$ cat config.mk
export PLATFORM = sky130hd
export DESIGN_NAME = div_unit
export DESIGN_NICKNAME = d
export VERILOG_FILES = /design/src/rtl/rv_pkg.sv /design/src/rtl/divu_core.sv /design/src/rtl/div_unit.sv
export SDC_FILE = /design/constraint.sdc
export NUM_CORES = 1
export LEC_CHECK = 0
export ABC_CLOCK_PERIOD_IN_PS = 5990
export CORE_ASPECT_RATIO = 0.7
export CORE_MARGIN = 2
export CORE_UTILIZATION = 36
export DETAILED_ROUTE_END_ITERATION = 12
export PLACE_DENSITY_LB_ADDON = 0.15
export SLEW_MARGIN = 20
export SYNTH_ARGS = -nofsm -noshare
export SYNTH_HDL_FRONTEND = slang
export SYNTH_SLANG_ARGS = --single-unit
$ cat constraint.sdc
create_clock -name clk -period 5.99 [get_ports clk]
set_clock_uncertainty 0.2 [all_clocks]
set_input_delay 0.8985 -clock clk [delete_from_list [all_inputs] [get_ports clk]]
set_output_delay 0.8985 -clock clk [all_outputs]
set_load 0.03 [all_outputs]
$ cat src/rtl/rv_pkg.sv
// ---------------------------------------------------------------------------
// rv_pkg
// Shared definitions for the RV32M divide unit.
//   - OP_*  : two-bit operation encoding presented on div_unit.op
//   - S_*   : divide-unit FSM state encoding
// ---------------------------------------------------------------------------
package rv_pkg;

    // op[0] = 1 selects unsigned, op[1] = 1 selects remainder
    localparam logic [1:0] OP_DIV  = 2'b00;
    localparam logic [1:0] OP_DIVU = 2'b01;
    localparam logic [1:0] OP_REM  = 2'b10;
    localparam logic [1:0] OP_REMU = 2'b11;

    typedef enum logic [1:0] {
        S_IDLE = 2'd0,
        S_CALC = 2'd1,
        S_DONE = 2'd2
    } state_t;

endpackage : rv_pkg

$ cat src/rtl/divu_core.sv
// ---------------------------------------------------------------------------
// divu_core
// Unsigned radix-2 restoring divider datapath: one quotient bit per cycle.
//   clk, rst    : clock, asynchronous active-high reset
//   load        : capture dividend/divisor and start WIDTH iterations
//   dividend    : unsigned dividend (loaded into the quotient register)
//   divisor     : unsigned divisor
//   last_step   : high during the cycle whose edge performs the final step
//   quo_nxt     : quotient after the step taken on the coming edge
//   rem_nxt     : remainder after the step taken on the coming edge
// The *_nxt outputs let the owner latch the finished result on the same
// edge as the last iteration instead of one cycle later.
// ---------------------------------------------------------------------------
module divu_core #(
    parameter int WIDTH = 32
) (
    input  logic             clk,
    input  logic             rst,
    input  logic             load,
    input  logic [WIDTH-1:0] dividend,
    input  logic [WIDTH-1:0] divisor,
    output logic             last_step,
    output logic [WIDTH-1:0] quo_nxt,
    output logic [WIDTH-1:0] rem_nxt
);

    localparam int CW = $clog2(WIDTH + 1);

    logic [WIDTH-1:0] quo_q;
    logic [WIDTH-1:0] rem_q;
    logic [WIDTH-1:0] dsr_q;
    logic [CW-1:0]    cnt_q;

    logic [WIDTH:0]   rem_shift;
    logic [WIDTH:0]   trial;
    logic             trial_ok;

    // {rem, quo} shifted left: the remainder gains the quotient MSB. The
    // remainder is always below the divisor, so WIDTH+1 bits never overflow.
    assign rem_shift = {rem_q, quo_q[WIDTH-1]};
    assign trial     = rem_shift - {1'b0, dsr_q};
    assign trial_ok  = ~trial[WIDTH];

    assign rem_nxt   = trial_ok ? trial[WIDTH-1:0] : rem_shift[WIDTH-1:0];
    assign quo_nxt   = {quo_q[WIDTH-2:0], trial_ok};
    assign last_step = (cnt_q == CW'(1));

    // NOTE: the datapath registers are reset too, so a discarded operation
    // leaves no stale iteration running (cnt_q = 0 means "not stepping").
    always_ff @(posedge clk or posedge rst) begin
        if (rst) begin
            quo_q <= '0;
            rem_q <= '0;
            dsr_q <= '0;
            cnt_q <= '0;
        end else if (load) begin
            // NOTE: non-blocking assignments keep every register reading the
            // pre-edge values, so step logic order inside the block is free.
            quo_q <= dividend;
            rem_q <= '0;
            dsr_q <= divisor;
            cnt_q <= CW'(WIDTH);
        end else if (cnt_q != '0) begin
            quo_q <= quo_nxt;
            rem_q <= rem_nxt;
            cnt_q <= cnt_q - CW'(1);
        end
    end

endmodule : divu_core

$ cat src/rtl/div_unit.sv
// ---------------------------------------------------------------------------
// div_unit
// Iterative RV32M divide unit (DIV, DIVU, REM, REMU) with start/busy
// handshake and a registered register-file write port.
//   clk, rst  : clock, asynchronous active-high reset
//   start     : request, accepted only while busy = 0
//   op        : 00 DIV, 01 DIVU, 10 REM, 11 REMU
//   rs1_data  : dividend (RD1)
//   rs2_data  : divisor (RD2)
//   rd_addr   : destination register
//   busy      : request in flight, start ignored
//   wb_we     : one-cycle write strobe (WE3), never asserted for x0
//   wb_addr   : destination (A3), held until the next result
//   wb_data   : result (WD3), held until the next result
// Divide-by-zero and signed overflow bypass the iteration and finish in one
// cycle; everything else takes WIDTH restoring steps.
// ---------------------------------------------------------------------------
module div_unit
    import rv_pkg::*;
#(
    parameter int WIDTH     = 32,
    parameter int REGISTERS = 32
) (
    input  logic                         clk,
    input  logic                         rst,
    input  logic                         start,
    input  logic [1:0]                   op,
    input  logic [WIDTH-1:0]             rs1_data,
    input  logic [WIDTH-1:0]             rs2_data,
    input  logic [$clog2(REGISTERS)-1:0] rd_addr,
    output logic                         busy,
    output logic                         wb_we,
    output logic [$clog2(REGISTERS)-1:0] wb_addr,
    output logic [WIDTH-1:0]             wb_data
);

    localparam int AW = $clog2(REGISTERS);
    localparam logic [WIDTH-1:0] INT_MIN = {1'b1, {(WIDTH-1){1'b0}}};

    state_t          state;
    logic [1:0]      op_q;
    logic [AW-1:0]   rd_q;
    logic            sign_q_q;   // quotient must be negated
    logic            sign_r_q;   // remainder must be negated

    // Request decode (only meaningful while accepting)
    logic             is_signed;
    logic             neg_a;
    logic             neg_b;
    logic [WIDTH-1:0] abs_a;
    logic [WIDTH-1:0] abs_b;
    logic             div_zero;
    logic             overflow;
    logic             accept;
    logic             core_load;
    logic [WIDTH-1:0] early_result;

    // Core interface
    logic             last_step;
    logic [WIDTH-1:0] quo_nxt;
    logic [WIDTH-1:0] rem_nxt;
    logic [WIDTH-1:0] final_result;

    assign is_signed = ~op[0];
    assign neg_a     = is_signed & rs1_data[WIDTH-1];
    assign neg_b     = is_signed & rs2_data[WIDTH-1];
    assign abs_a     = neg_a ? -rs1_data : rs1_data;
    assign abs_b     = neg_b ? -rs2_data : rs2_data;
    assign div_zero  = (rs2_data == '0);
    assign overflow  = is_signed && (rs1_data == INT_MIN) && (rs2_data == '1);
    assign accept    = (state == S_IDLE) && start;
    assign core_load = accept && !div_zero && !overflow;

    // Divide-by-zero takes priority; overflow can only occur with a
    // non-zero divisor anyway.
    always_comb begin
        early_result = '0;
        if (div_zero)
            early_result = op[1] ? rs1_data : '1;
        else
            early_result = op[1] ? '0 : rs1_data;
    end

    // Post-processing uses the quo/rem values produced by the final step so
    // the result lands on the same edge as that step.
    always_comb begin
        final_result = '0;
        case (op_q)
            OP_DIV:  final_result = sign_q_q ? -quo_nxt : quo_nxt;
            OP_DIVU: final_result = quo_nxt;
            OP_REM:  final_result = sign_r_q ? -rem_nxt : rem_nxt;
            OP_REMU: final_result = rem_nxt;
            default: final_result = '0;
        endcase
    end

    divu_core #(
        .WIDTH (WIDTH)
    ) u_core (
        .clk       (clk),
        .rst       (rst),
        .load      (core_load),
        .dividend  (abs_a),
        .divisor   (abs_b),
        .last_step (last_step),
        .quo_nxt   (quo_nxt),
        .rem_nxt   (rem_nxt)
    );

    always_ff @(posedge clk or posedge rst) begin
        if (rst) begin
            state    <= S_IDLE;
            op_q     <= OP_DIV;
            rd_q     <= '0;
            sign_q_q <= 1'b0;
            sign_r_q <= 1'b0;
            busy     <= 1'b0;
            wb_we    <= 1'b0;
            wb_addr  <= '0;
            wb_data  <= '0;
        end else begin
            case (state)
                S_IDLE: begin
                    if (accept) begin
                        op_q     <= op;
                        rd_q     <= rd_addr;
                        sign_q_q <= neg_a ^ neg_b;
                        sign_r_q <= neg_a;
                        busy     <= 1'b1;
                        if (div_zero || overflow) begin
                            wb_data <= early_result;
                            wb_addr <= rd_addr;
                            wb_we   <= (rd_addr != '0);
                            state   <= S_DONE;
                        end else begin
                            state   <= S_CALC;
                        end
                    end
                end
                S_CALC: begin
                    if (last_step) begin
                        wb_data <= final_result;
                        wb_addr <= rd_q;
                        wb_we   <= (rd_q != '0);
                        state   <= S_DONE;
                    end
                end
                S_DONE: begin
                    wb_we <= 1'b0;
                    busy  <= 1'b0;
                    state <= S_IDLE;
                end
                default: begin
                    wb_we <= 1'b0;
                    busy  <= 1'b0;
                    state <= S_IDLE;
                end
            endcase
        end
    end

endmodule : div_unit
Word level (Yosys, flattened, before mapping)
Index checks and enable logic that the tools add are counted.
{"block": "classes", "eq_ne": 10, "n_addsub": 6, "bitwise": 6, "mux": 33, "reduce_logical": 21}
{"op": "32-bit 2-to-1 mux", "count": 15}
{"op": "32-bit negator", "count": 4}
{"op": "32-bit case mux with 4 select lines", "count": 1}
{"op": "32-bit equality test (second input constant)", "count": 2}
{"op": "32-bit case mux with 2 select lines", "count": 1}
{"op": "33-bit by 32-bit subtractor with 33-bit output", "count": 1}
{"op": "32-bit logical NOT", "count": 1}
{"op": "5-bit 2-to-1 mux", "count": 3}
{"op": "6-bit 2-to-1 mux", "count": 2}
{"op": "5-bit case mux with 2 select lines", "count": 1}
{"op": "5-bit nonzero test", "count": 2}
{"op": "6-bit by 1-bit equality test with 1-bit output (second input constant)", "count": 1}
{"op": "2-bit 2-to-1 mux", "count": 3}
{"op": "2-bit AND reduction", "count": 3}
{"op": "6-bit nonzero test", "count": 1}
{"op": "6-bit by 1-bit subtractor with 6-bit output (second input constant)", "count": 1}
{"op": "1-bit logical AND", "count": 5}
{"op": "2-bit by 1-bit equality test with 1-bit output (second input constant)", "count": 2}
{"op": "2-bit equality test (second input constant)", "count": 2}
{"op": "2-bit logical NOT", "count": 2}
{"op": "1-bit 2-to-1 mux", "count": 4}
{"op": "2-bit != test (second input constant)", "count": 2}
{"op": "1-bit case mux with 2 select lines", "count": 2}
{"op": "2-bit case mux with 2 select lines", "count": 1}
{"op": "other kinds (9)", "count": 14}
{"block": "totals", "in_bits": 74, "reg_bits": 152}

Logic depth before layout (Yosys ltp)
{"block": "logic_depth", "depth_word": 7, "ltp_mapped": 24, "mapped_depth_nobuf": 22}

Cells and area by module
A second synthesis with hierarchy kept.
{"block": "unflattened", "hier_cells": 1623, "hier_area_um2": 12992.5}
{"module": "divu_core", "cells_per_inst": 820, "seq_area_each_um2": 2552.4, "instances": 1, "area_per_inst_um2": 6872.8}
{"module": "div_unit", "cells_per_inst": 803, "seq_area_each_um2": 1251.2, "instances": 1, "area_per_inst_um2": 6119.6}

Least setup slack after synthesis
OpenSTA, ideal clock, no wires.
{"block": "synth_path", "kind": "register to register", "from": "register u_core.quo_q[31]", "to": "register wb_data[28]", "t_arrival_ps": 4597, "path_stages_with_launch": 25, "period_less_slack_ps": 4874, "setup_slack_ps": 1116, "path_cell_list": "dfrtp_1 -> inv_1 -> ha_1 -> inv_1 -> fa_1 -> a211oi_2 -> o21ai_2 -> o21ai_2 -> a211oi_4 -> nor3_2 -> nor2_8 -> inv_6 -> buf_6 -> clkbuf_1 -> buf_1 -> ha_1 -> nor3b_1 -> nand2_1 -> nor2_1 -> and3_1 -> a21oi_1 -> xor2_1 -> o22ai_1 -> a41o_1 -> o21ai_1"}
{"block": "synth_via", "elab_chain_len": 7, "word_cells_on_any_way": 10, "cone_classes": "3 x add/sub; 6 x mux; 1 x bitwise"}
{"element": "from (decl)", "line": "divu_core.sv:29", "text": "logic [WIDTH-1:0] quo_q;"}
{"element": "from (signal assigned)", "line": "divu_core.sv:59", "text": "quo_q <= dividend;"}
{"element": "from (signal assigned)", "line": "divu_core.sv:64", "text": "quo_q <= quo_nxt;"}
{"element": "33-bit by 32-bit subtractor with 33-bit output", "line": "divu_core.sv:41", "text": "assign trial = rem_shift - {1'b0, dsr_q};"}
{"element": "32-bit 2-to-1 mux or 1-bit inverter (tied branches)", "line": "divu_core.sv:44, divu_core.sv:42"}
{"element": "32-bit negator, on equally long branches", "line": "div_unit.sv:91, div_unit.sv:89"}
{"element": "32-bit 2-to-1 mux, on equally long branches", "line": "div_unit.sv:91, div_unit.sv:89"}
{"element": "32-bit case mux with 4 select lines *", "line": "div_unit.sv:88", "text": "case (op_q)"}
{"element": "32-bit 2-to-1 mux *", "line": "div_unit.sv:141", "text": "if (last_step) begin"}
{"element": "32-bit case mux with 2 select lines *", "line": "div_unit.sv:122", "text": "case (state)"}
{"element": "to (signal assigned)", "line": "div_unit.sv:131", "text": "wb_data <= early_result;"}
{"element": "to (signal assigned)", "line": "div_unit.sv:142", "text": "wb_data <= final_result;"}
{"element": "to (decl)", "line": "div_unit.sv:34", "text": "output logic [WIDTH-1:0] wb_data"}
Mark *: on every way between the ends. The rest lies on a longest branch, timed or not. The select of a mux whose other input is x is not followed.
A chain may end at the register's enable or synchronous reset.

Worst setup path in the final report
Same ends and word-level chain as after synthesis.

==> impl_metrics.yaml <==
status:
  status: "finished clean"
synth:
  ys_ff_latch: 152
  synth_nets: 1688
  synth_area_mm2: 0.0125
  synth_compound_area_frac: 0.264
  synth_area_leaders: "dfrtp_1 (30%), nand2_1 (5.8%), o21ai_0 (5.8%), xnor2_1 (5.5%), nor2_1 (4.5%)"
  yosys-mux-area-fraction: 0.0446
  synth_edf_count: 0
  synthAdderAreaFrac: 0.0407
  yosysTopAreaCellShare: 0.305
  yosysSeqAreaShare: 0.305
  ys_types: 90
  synth_area_per_cell_um2: 7.93
  synthFlopType: "dfrtp_1"
  synthCells: 1574
  yosysWarnings: 0
  synth_top_area_cell: "dfrtp_1"
  post_synth_and_or_nand_nor_area_fraction: 0.202
  synth-async-reset-ratio: 1.00
  synth_xor_area_frac: 0.0948
  synth_top_family_by_area: "compound AO/OA/AOI/OAI gates"
grt:
  overflow: 0
  antenna_found_initial: 1
  grt_pass1_vias: 11500
  grt_pass1_wl_mm: 66.9
  grt_use_total: 0.237
  grt_max_degree: 87
clock_network:
  cts_tree: "built"
  htreeDepth: 4
  insertion_delay_ps: 460
  hold_buffers: 0
  postCtsSetupBuffers: 0
  cts_max_path_buffers: 2
  cts_buffers: 17
  cts_resized: 0
  clk_root_buffer_cell: "clkbuf_16"
  clkTransAtPathRegs_ps: 70
  cts_sinks: 152
layout:
  utilization: 0.431
  fin_cells: 2121
  fin_nets: 1757
  drive_above_1_share: 0.0640
  final_common_cell: "nand2_1"
  final_cell_mix: "nand2_1 (194), dfrtp_1 (152), nor2_1 (149), o21ai_0 (144)"
  syn_to_final_growth_pct: 17.0
timing:
  finalHoldViolCount: 0
  max_slew_margin: 0.346
  setup_viol: 0
  setup_tns_ps: 0
  worst-slew-pin-transition_ps: 980
  fin_crit_ps: 5370
  drv_slew: 0
  fmax_ghz: 0.186
  fin_hold_ws_ps: 290
  timing.final.crit_share: 0.896
  rsz0062_at_grt: "no"
place:
  dp.cells: 2088
  place_congestion: 0.881
  io_buffers: 112
  post-dp-hpwl_mm: 32.3
min_path:
  hp-class: "flip-flop to flip-flop"
die:
  die_w_um: 226
  dieArea_mm2: 0.0362
  core.rowCount: 56
  placeableCoreArea_mm2: 0.0338
  num_io_pins: 113
  start_util: 0.369
  die-height_um: 160
detailed_routing:
  vias: 12100
  drcViolationCount: 0
  first_pass_iters: 5
  drtAntennaViolNets: 0
  drt-wirelength-per-cell_um: 20.0
  drtIter0Drc: 1109
  vias_per_cell: 5.73
  routed_wl_mm: 42.4
flow_run:
  maxCapViolations: 0
setup_path:
  cp-end-kind: "flip-flop"
  cp_data_arrival_time_ps: 5510
  crit_slowest_cell: "or4_1"
  required_ps: 6130
  crit_path_start_kind: "flip-flop"
  path_class: "flip-flop to flip-flop"
  max_stage_delay_ps: 490
  cp_cell_sequence: "inv_1, ha_1, inv_1, fa_1, a211oi_2, o21ai_2, o21ai_2, a211oi_4, o21a_2, nor2_8, mux2i_1, ha_1, nand4b_1, or4_1, nor2_1, o2111ai_1, or3_1, o311ai_1, o21ai_1"
  crit_fanout: 12
power:
  comb_power_share: 0.697
  power.total_mw: 10.3
  pwr-share-seq: 0.201
  clockPowerShare: 0.102
  p_sw_mw: 5.50
  internal_power_mw: 4.77
  swShare: 0.536
  vdd_ir_drop_max_mv: 0.266
  p_per_area_mw_per_mm2: 703
  leakage_nw: 5.72
-- metal layers --
metal / up-vias / global-route usage / share of wire
li1: 5838 / - / -
met2: 337 / 0.334 / 0.42
met5: - / 0 / 0
met3: 38 / 0.0379 / 0.053
met4: 0 / 0.0529 / 0.016
met1: 5934 / 0.374 / 0.52
-- stage by stage --
step	worst slack, ps	cell area [um2]
2_1_floorplan	798	12500
6_report	623	14600
4_1_cts	661	14600
3_3_place_gp	866	14100
5_1_grt	213	14600
3_5_place_dp	700	14100
-- cells in the mapped netlist (all sizes together), types with 6 or more instances --
| library cell | number |
|---|---|
| o21a | 13 |
| o41ai | 13 |
| buf | 25 |
| mux2i | 50 |
| ha | 39 |
| o31ai | 26 |
| nand3 | 9 |
| a21o | 12 |
| nand2 | 195 |
| nor2 | 152 |
| a211oi | 44 |
| nor3b | 7 |
| and2 | 7 |
| inv | 61 |
| nand4 | 21 |
| o221ai | 6 |
| a221oi | 7 |
| nor3 | 43 |
| or3 | 21 |
| xnor2 | 79 |
| o211ai | 20 |
| a31oi | 28 |
| nor2b | 9 |
| o21bai | 6 |
| nand2b | 17 |
| dfrtp | 152 |
| or4 | 12 |
| clkbuf | 68 |
| nor4 | 16 |
| xor2 | 56 |
| o21ai | 164 |
| and3 | 8 |
| a21oi | 113 |
-- power groups by stage --
stage	Combinational, mW	Sequential [mW]	Clock, mW
global placement	7.06	2.07	0
CTS	7.12	2.06	1.05
finish	7.16	2.07	1.05
floorplan	5.05	2.11	0
detailed placement	7.07	2.07	0
global route	7.90	2.12	1.10
-- registers in the layout, summed over array words and instances (netlist names), 2 cells and up --
| register | cells |
|---|---|
| wb_data | 32 |
| rd_q | 5 |
| u_core.dsr_q | 32 |
| u_core.quo_q | 32 |
| op_q | 2 |
| wb_addr | 5 |
| state | 2 |
| u_core.cnt_q | 6 |
| u_core.rem_q | 32 |
-- final timing paths --
path                                               from  slack [ps]                     endpoint  cells past startpoint
setup / recovery           u_core.quo_q[31]$_DFFE_PP0P_         620      wb_data[28]$_DFFE_PP0P_                     19
hold / removal                  wb_data[10]$_DFFE_PP0P_         290      wb_data[10]$_DFFE_PP0P_                      2
setup reg to reg           u_core.quo_q[31]$_DFFE_PP0P_         620      wb_data[28]$_DFFE_PP0P_                     19
hold reg to reg                 wb_data[10]$_DFFE_PP0P_         290      wb_data[10]$_DFFE_PP0P_                      2
max in group asynchronous                           rst        3620  u_core.dsr_q[4]$_DFFE_PP0P_                      3
min in group asynchronous                           rst         760          rd_q[0]$_DFFE_PP0P_                      2
-- layout make-up --
cell class                 instances  area, um2
fill                            3449      19200
multi-input combinational       1268       8080
sequential                       152       3800
timing repair buffer             143       1350
tap                              464        581
clock buffer                      19        443
inverter                          61        239
clock inverter                    13       98.8
antenna                            1       2.50
-- worst max-delay path: cells and delay by family, from the launching register on --
family	cells	cell delay [ps]
AOI/OAI and AO/OA	8	1760
adders and majority gates	3	890
buffers and inverters	2	140
DFF	1	410
muxes	1	360
and+or+nand+nor	5	1490
-- kinds of logic after synthesis --
kind of cell	count (synthesis)
AOI/OAI and AO/OA	502
xor gates and xnor gates	135
adders and majority gates	40
buffers and inverters	154
DFF	152
muxes	55
and+or+nand+nor	536
Note: power is estimated with default switching activity, not from simulation.
